`src/rtl/dvi_pkg.sv`:
```
// Shared TMDS receive definitions: control tokens, FSM states, symbol width.
// Used by tmds_symbol_decode and tmds_channel_decoder.
package dvi_pkg;

    localparam int SYM_W = 10;

    localparam logic [SYM_W-1:0] TOK_00 = 10'h354;
    localparam logic [SYM_W-1:0] TOK_01 = 10'h0AB;
    localparam logic [SYM_W-1:0] TOK_10 = 10'h154;
    localparam logic [SYM_W-1:0] TOK_11 = 10'h2AB;

    typedef enum logic {
        SEARCH = 1'b0,
        LOCKED = 1'b1
    } state_t;

    // Number of adjacent-bit transitions in a byte (0..7).
    function automatic logic [2:0] transitions(input logic [7:0] b);
        logic [2:0] n;
        n = '0;
        for (int i = 1; i < 8; i++) begin
            n = n + {2'b00, b[i] ^ b[i-1]};
        end
        return n;
    endfunction

endpackage

```
`src/rtl/tmds_symbol_decode.sv`:
```
// Combinational decode of one aligned 10-bit TMDS symbol.
// The illegal flag exists only when TMDS_ERR_CNT_EN is defined.
module tmds_symbol_decode
    import dvi_pkg::*;
(
    input  logic [SYM_W-1:0] sym,
    output logic [7:0]       data,
    output logic [1:0]       ctrl,
    output logic             is_token
`ifdef TMDS_ERR_CNT_EN
    ,
    output logic             illegal
`endif
);

    logic [7:0] v;
    logic [7:0] dec;

    // Undo the optional inversion and XOR/XNOR chain, then spot tokens.
    always_comb begin
        v = sym[9] ? ~sym[7:0] : sym[7:0];
        dec = '0;
        dec[0] = v[0];
        for (int i = 1; i < 8; i++) begin
            dec[i] = sym[8] ? (v[i] ^ v[i-1]) : ~(v[i] ^ v[i-1]);
        end
        is_token = 1'b1;
        ctrl = 2'b00;
        unique case (sym)
            TOK_00:  ctrl = 2'b00;
            TOK_01:  ctrl = 2'b01;
            TOK_10:  ctrl = 2'b10;
            TOK_11:  ctrl = 2'b11;
            default: is_token = 1'b0;
        endcase
        data = is_token ? 8'h00 : dec;
    end

`ifdef TMDS_ERR_CNT_EN
    // Legal TMDS data never toggles more than four times within q[7:0].
    always_comb begin
        illegal = !is_token && (transitions(sym[7:0]) > 3'd4);
    end
`endif

endmodule

```
`src/rtl/tmds_channel_decoder.sv`:
```
// One TMDS channel receiver: bit-slip alignment search, lock FSM, decode.
// Define TMDS_ERR_CNT_EN to add the illegal-symbol counter err_cnt.
module tmds_channel_decoder
    import dvi_pkg::*;
#(
    parameter int CTRL_RUN      = 8,
    parameter int SEARCH_WINDOW = 2048,
    parameter int LOSS_TIMEOUT  = 4096
) (
    input  logic             clk,
    input  logic             rst,
    input  logic [SYM_W-1:0] raw_in,
    output logic [7:0]       data_out,
    output logic [1:0]       ctrl_out,
    output logic             de_out,
    output logic             locked,
    output logic [3:0]       offset
`ifdef TMDS_ERR_CNT_EN
    ,
    output logic [15:0]      err_cnt
`endif
);

    localparam int RUN_W = (CTRL_RUN > 1) ? $clog2(CTRL_RUN) : 1;
    localparam int DW_W  = (SEARCH_WINDOW > 1) ? $clog2(SEARCH_WINDOW) : 1;
    localparam int SC_W  = (LOSS_TIMEOUT > 1) ? $clog2(LOSS_TIMEOUT) : 1;

    localparam logic [RUN_W-1:0] RUN_LAST   = RUN_W'(CTRL_RUN - 1);
    localparam logic [DW_W-1:0]  DWELL_LAST = DW_W'(SEARCH_WINDOW - 1);
    localparam logic [SC_W-1:0]  SINCE_LAST = SC_W'(LOSS_TIMEOUT - 1);

    logic [SYM_W-1:0]   prev;
    logic [SYM_W-1:0]   aligned;
    logic [2*SYM_W-1:0] window;
    logic [4:0]         sel;

    logic [7:0] dec_data;
    logic [1:0] dec_ctrl;
    logic       tok;
`ifdef TMDS_ERR_CNT_EN
    logic       illegal;
`endif

    state_t           state, state_n;
    logic [3:0]       offset_n;
    logic [DW_W-1:0]  dwell, dwell_n;
    logic [RUN_W-1:0] run, run_n;
    logic [SC_W-1:0]  since, since_n;
    logic             gate;

    assign window = {raw_in, prev};
    assign sel    = {1'b0, offset};
    assign locked = (state == LOCKED);
    // Only ungate once locked, and drop in the same edge lock is lost.
    assign gate   = (state == LOCKED) && (state_n == LOCKED);

    // Two-stage front end: word history, then barrel select at offset.
    always_ff @(posedge clk) begin
        if (rst) begin
            prev    <= '0;
            aligned <= '0;
        end else begin
            prev    <= raw_in;
            aligned <= window[sel +: SYM_W];
        end
    end

    tmds_symbol_decode u_dec (
        .sym      (aligned),
        .data     (dec_data),
        .ctrl     (dec_ctrl),
        .is_token (tok)
`ifdef TMDS_ERR_CNT_EN
        ,
        .illegal  (illegal)
`endif
    );

    // FSM state, bit-slip offset and the run/dwell/timeout counters.
    always_ff @(posedge clk) begin
        if (rst) begin
            state  <= SEARCH;
            offset <= 4'd0;
            dwell  <= '0;
            run    <= '0;
            since  <= '0;
        end else begin
            state  <= state_n;
            offset <= offset_n;
            dwell  <= dwell_n;
            run    <= run_n;
            since  <= since_n;
        end
    end

    // Next state: a token run locks; a full dwell slips one bit.
    always_comb begin
        state_n  = state;
        offset_n = offset;
        dwell_n  = dwell;
        run_n    = run;
        since_n  = since;
        unique case (state)
            SEARCH: begin
                since_n = '0;
                dwell_n = dwell + 1'b1;
                run_n   = tok ? run + 1'b1 : '0;
                if (tok && (run == RUN_LAST)) begin
                    state_n = LOCKED;
                    dwell_n = '0;
                    run_n   = '0;
                end else if (dwell == DWELL_LAST) begin
                    offset_n = (offset == 4'd9) ? 4'd0 : offset + 4'd1;
                    dwell_n  = '0;
                    run_n    = '0;
                end
            end
            LOCKED: begin
                since_n = tok ? '0 : since + 1'b1;
                if (!tok && (since == SINCE_LAST)) begin
                    state_n = SEARCH;
                    since_n = '0;
                    dwell_n = '0;
                    run_n   = '0;
                end
            end
        endcase
    end

    // Output registers; ctrl_out keeps its value across data periods.
    always_ff @(posedge clk) begin
        if (rst) begin
            data_out <= 8'h00;
            ctrl_out <= 2'b00;
            de_out   <= 1'b0;
        end else if (!gate) begin
            data_out <= 8'h00;
            ctrl_out <= 2'b00;
            de_out   <= 1'b0;
        end else if (tok) begin
            data_out <= 8'h00;
            ctrl_out <= dec_ctrl;
            de_out   <= 1'b0;
        end else begin
            data_out <= dec_data;
            de_out   <= 1'b1;
        end
    end

`ifdef TMDS_ERR_CNT_EN
    // Saturating count of illegal data symbols seen while locked.
    always_ff @(posedge clk) begin
        if (rst) begin
            err_cnt <= 16'h0000;
        end else if (locked && (state_n == SEARCH)) begin
            err_cnt <= 16'h0000;
        end else if (locked && illegal && (err_cnt != 16'hFFFF)) begin
            err_cnt <= err_cnt + 16'h0001;
        end
    end
`endif

endmodule
```
`config.mk`:
```
export PLATFORM = sky130hd
export DESIGN_NAME = tmds_channel_decoder
export DESIGN_NICKNAME = d
export VERILOG_FILES = /design/src/rtl/dvi_pkg.sv /design/src/rtl/tmds_symbol_decode.sv /design/src/rtl/tmds_channel_decoder.sv
export SDC_FILE = /design/constraint.sdc
export NUM_CORES = 1
export LEC_CHECK = 0
export ABC_AREA = 0
export CAP_MARGIN = 10
export CORE_MARGIN = 1
export CORE_UTILIZATION = 55
export CTS_CLUSTER_SIZE = 10
export DETAILED_ROUTE_END_ITERATION = 8
export PLACE_DENSITY = 0.78
export SLEW_MARGIN = 30
export SYNTH_ARGS = -nofsm -noshare
export SYNTH_HDL_FRONTEND = slang
export SYNTH_HIERARCHICAL = 1
export SYNTH_SLANG_ARGS = --single-unit
```
`constraint.sdc`:
```
create_clock -name clk -period 7.19 [get_ports clk]
set_input_delay 2.157 -clock clk [delete_from_list [all_inputs] [get_ports clk]]
set_output_delay 2.157 -clock clk [all_outputs]
set_load 0.005 [all_outputs]
```
==> impl_metrics.env <==
export IMPL_hold_path_class="reg2reg"
export IMPL_worstSkewPairLatency_ns=0.34
export IMPL_numCtsBuffers=9
export IMPL_grt_max_degree=32
export IMPL_drt_iter0_drc=112
export IMPL_drt_pass1_iterations=5
export IMPL_drc=0
export IMPL_holdWs_ns=0.463
export IMPL_route_detailed_wl_per_inst_um=15.2
export IMPL_drive_gt1_share_pct=14.0
export IMPL_synth_ff_type="dfxtp_1"
export IMPL_yosysUniqueCellTypes=56
export IMPL_core_area_mm2=0.00564
export IMPL_wl_um=6450
export IMPL_drv_cap=0
export IMPL_ant_nets=0
export IMPL_path_cells="clkdlybuf4s50_1"
export IMPL_ir_worst_vdd_mv=0.123
export IMPL_rsz0062_at_grt="false"
export IMPL_synth_xor_area_share_pct=5.07
export IMPL_synth_adder_area_share_pct=1.52
export IMPL_dieArea_mm2=0.00628
export IMPL_leakage_nw=1.26
export IMPL_die_w_um=79.3
export IMPL_cp_buffers_inverters=1
export IMPL_slew_headroom_pct=38.9
export IMPL_port_buffers=27
export IMPL_htree_levels=3
export IMPL_grt_overflow=0
export IMPL_crit_path_start_kind="flip-flop"
export IMPL_fin_skew_ns=0.00886
export IMPL_reg2reg_depth=7
export IMPL_yosysWarnings=6
export IMPL_crit_fanout=24
export IMPL_cts_tree="built"
export IMPL_grt_pass1_vias=2334
export IMPL_grt_pass1_wl_um=10800
export IMPL_initial_core_util_pct=58.2
export IMPL_vias=2517
export IMPL_num_io_pins=28
export IMPL_hold_violations=0
export IMPL_max_freq_ghz=0.246
export IMPL_cts_setup_buffers=0
export IMPL_vias_per_cell=5.95
export IMPL_avgSynthCellArea_um2=10.2
export IMPL_fin_tns_setup_ns=0
export IMPL_cts_root_buf="clkbuf_8"
export IMPL_cp_required_ns=5.03
export IMPL_ys_seq_area_share_pct=37.8
export IMPL_cts_hold_buf=0
export IMPL_period_needed_ns=4.07
export IMPL_nets=362
export IMPL_grt_usage_pct=22.4
export IMPL_final_common_cell="dfxtp_1"
export IMPL_worst_slew_pin_slew_ns=0.915
export IMPL_synth_edf_count=0
export IMPL_ys_ff_latch=62
export IMPL_post_place_ws_ns=2.49
export IMPL_num_antenna_cells=0
export IMPL_antenna_found_initial=0
export IMPL_holdPathStages=1
export IMPL_final_cells=423
export IMPL_synth_top_family_by_area="simple AND/OR/NAND/NOR gates"
export IMPL_p_per_area_mw_per_mm2=182
export IMPL_synthesis_area_mm2=0.00328
export IMPL_fin_crit_sh_pct=56.6
export IMPL_area_growth_syn_to_layout_pct=14.6
export IMPL_detailed_place_hpwl_um=4570
export IMPL_crit_path_end_kind="output port"
export IMPL_slowest_stage="dfxtp_1"
export IMPL_setup_violations=0
export IMPL_timing_final_max_slew_violations=0
export IMPL_final_cell_mix="62 x dfxtp_1, 26 x nor2_1, 26 x clkdlybuf4s50_1"
export IMPL_place_inst=407
export IMPL_synth_compound_area_share_pct=13.4
export IMPL_ctsResizeCount=0
export IMPL_synthArstFlopShare_pct=0
export IMPL_path_depth=1
export IMPL_cp_top_family="flip-flops"
export IMPL_die_y_um=79.3
export IMPL_postLayoutCoreUtil_pct=66.7
export IMPL_arrival_ns=1.91
export IMPL_critPathKind="reg2out"
export IMPL_row_count=27
export IMPL_syn_inst=321
export IMPL_n_fill_cell=439
export IMPL_synth_mux_area_fraction_pct=17.8
export IMPL_gp_congestion=0.904
export IMPL_cts_buffer_depth=2
export IMPL_syn_nets=337
export IMPL_status="finished, final reports clean"
export IMPL_layout_setup_ws_ns=3.12
export IMPL_clkTransAtPathRegs_ns=0.07
export IMPL_yosys_area_share_simple_pct=21.1
export IMPL_cpPeakStageDelay_ns=0.92
export IMPL_numClockSinks=62
[cell families (layout without fill, tap and decap cells)]
family,count (synthesis),count (layout)
AOI/OAI and AO/OA,59,59
xor gates and xnor gates,19,19
adders and majority gates,4,4
buffers and inverters,23,53
DFF,62,62
muxes,36,36
and+or+nand+nor,118,118
[where the power goes]
group	internal (W)	total, W	leakage, nW	switching [W]
combinational	0.0000254	0.0000461	0.661	0.0000207
clock	0.000152	0.000282	0.0954	0.000130
sequential	0.000350	0.000358	0.504	0.00000784
total	0.000528	0.000686	1.26	0.000159
[cell usage after synthesis (all sizes together), types with 5 or more instances]
cell,number,area (um2)
a211oi,7,52.6
a21oi,9,45.0
and2,10,62.6
buf,11,62.6
dfxtp,62,1240
inv,8,30.0
mux2i,18,180
mux4,18,405
nand2,14,52.6
nand3,8,40.0
nand4,9,71.3
nor2,26,97.6
nor2b,14,87.6
nor3,11,66.3
o21ai,11,55.1
o22ai,5,31.3
or2,5,31.3
xnor2,10,87.6
xor2,9,78.8
[registers in the layout, summed over array words and instances, names as in the netlist]
| signal | count |
|---|---|
| since | 12 |
| offset | 4 |
| data_out | 8 |
| de_out | 1 |
| ctrl_out | 2 |
| aligned | 10 |
| dwell | 11 |
| run | 3 |
| locked | 1 |
| prev | 10 |
[through the flow]
stage / area, um2 / power (W)
floorplan: 3280 / 0.000395
finish: 3760 / 0.000686
global route: 3760 / 0.000713
global placement: 3580 / 0.000410
detailed placement: 3580 / 0.000412
CTS: 3770 / 0.000692
[per-layer routing]
layer	track usage (%)	vias up	share of wire, %
met4	9.27	0	1.4
li1	-	1248	-
met2	35.9	89	46
met1	28.7	1171	47
met3	5.63	9	5.6
met5	0	-	0
[path summary, 6_finish.rpt]
path | from | slack, ns | end
worst max-delay path | offset[3] | 3.12 | offset[3]
worst min-delay path | since[0] | 0.46 | since[0]
worst max register to register | aligned[8] | 4.51 | dwell[9]
worst min register to register | since[0] | 0.46 | since[0]
[area by class of cell]
class	instances	area, um2	share of cell area [%]
clock buffer	13	169	4.49
clock inverter	3	17.5	0.465
inverter	8	30.0	0.798
multi-input combinational	236	1940	51.4
sequential	62	1240	33.0
tap	72	90.1	2.39
timing repair buffer	29	280	7.45
(Power assumes the default switching activity.)
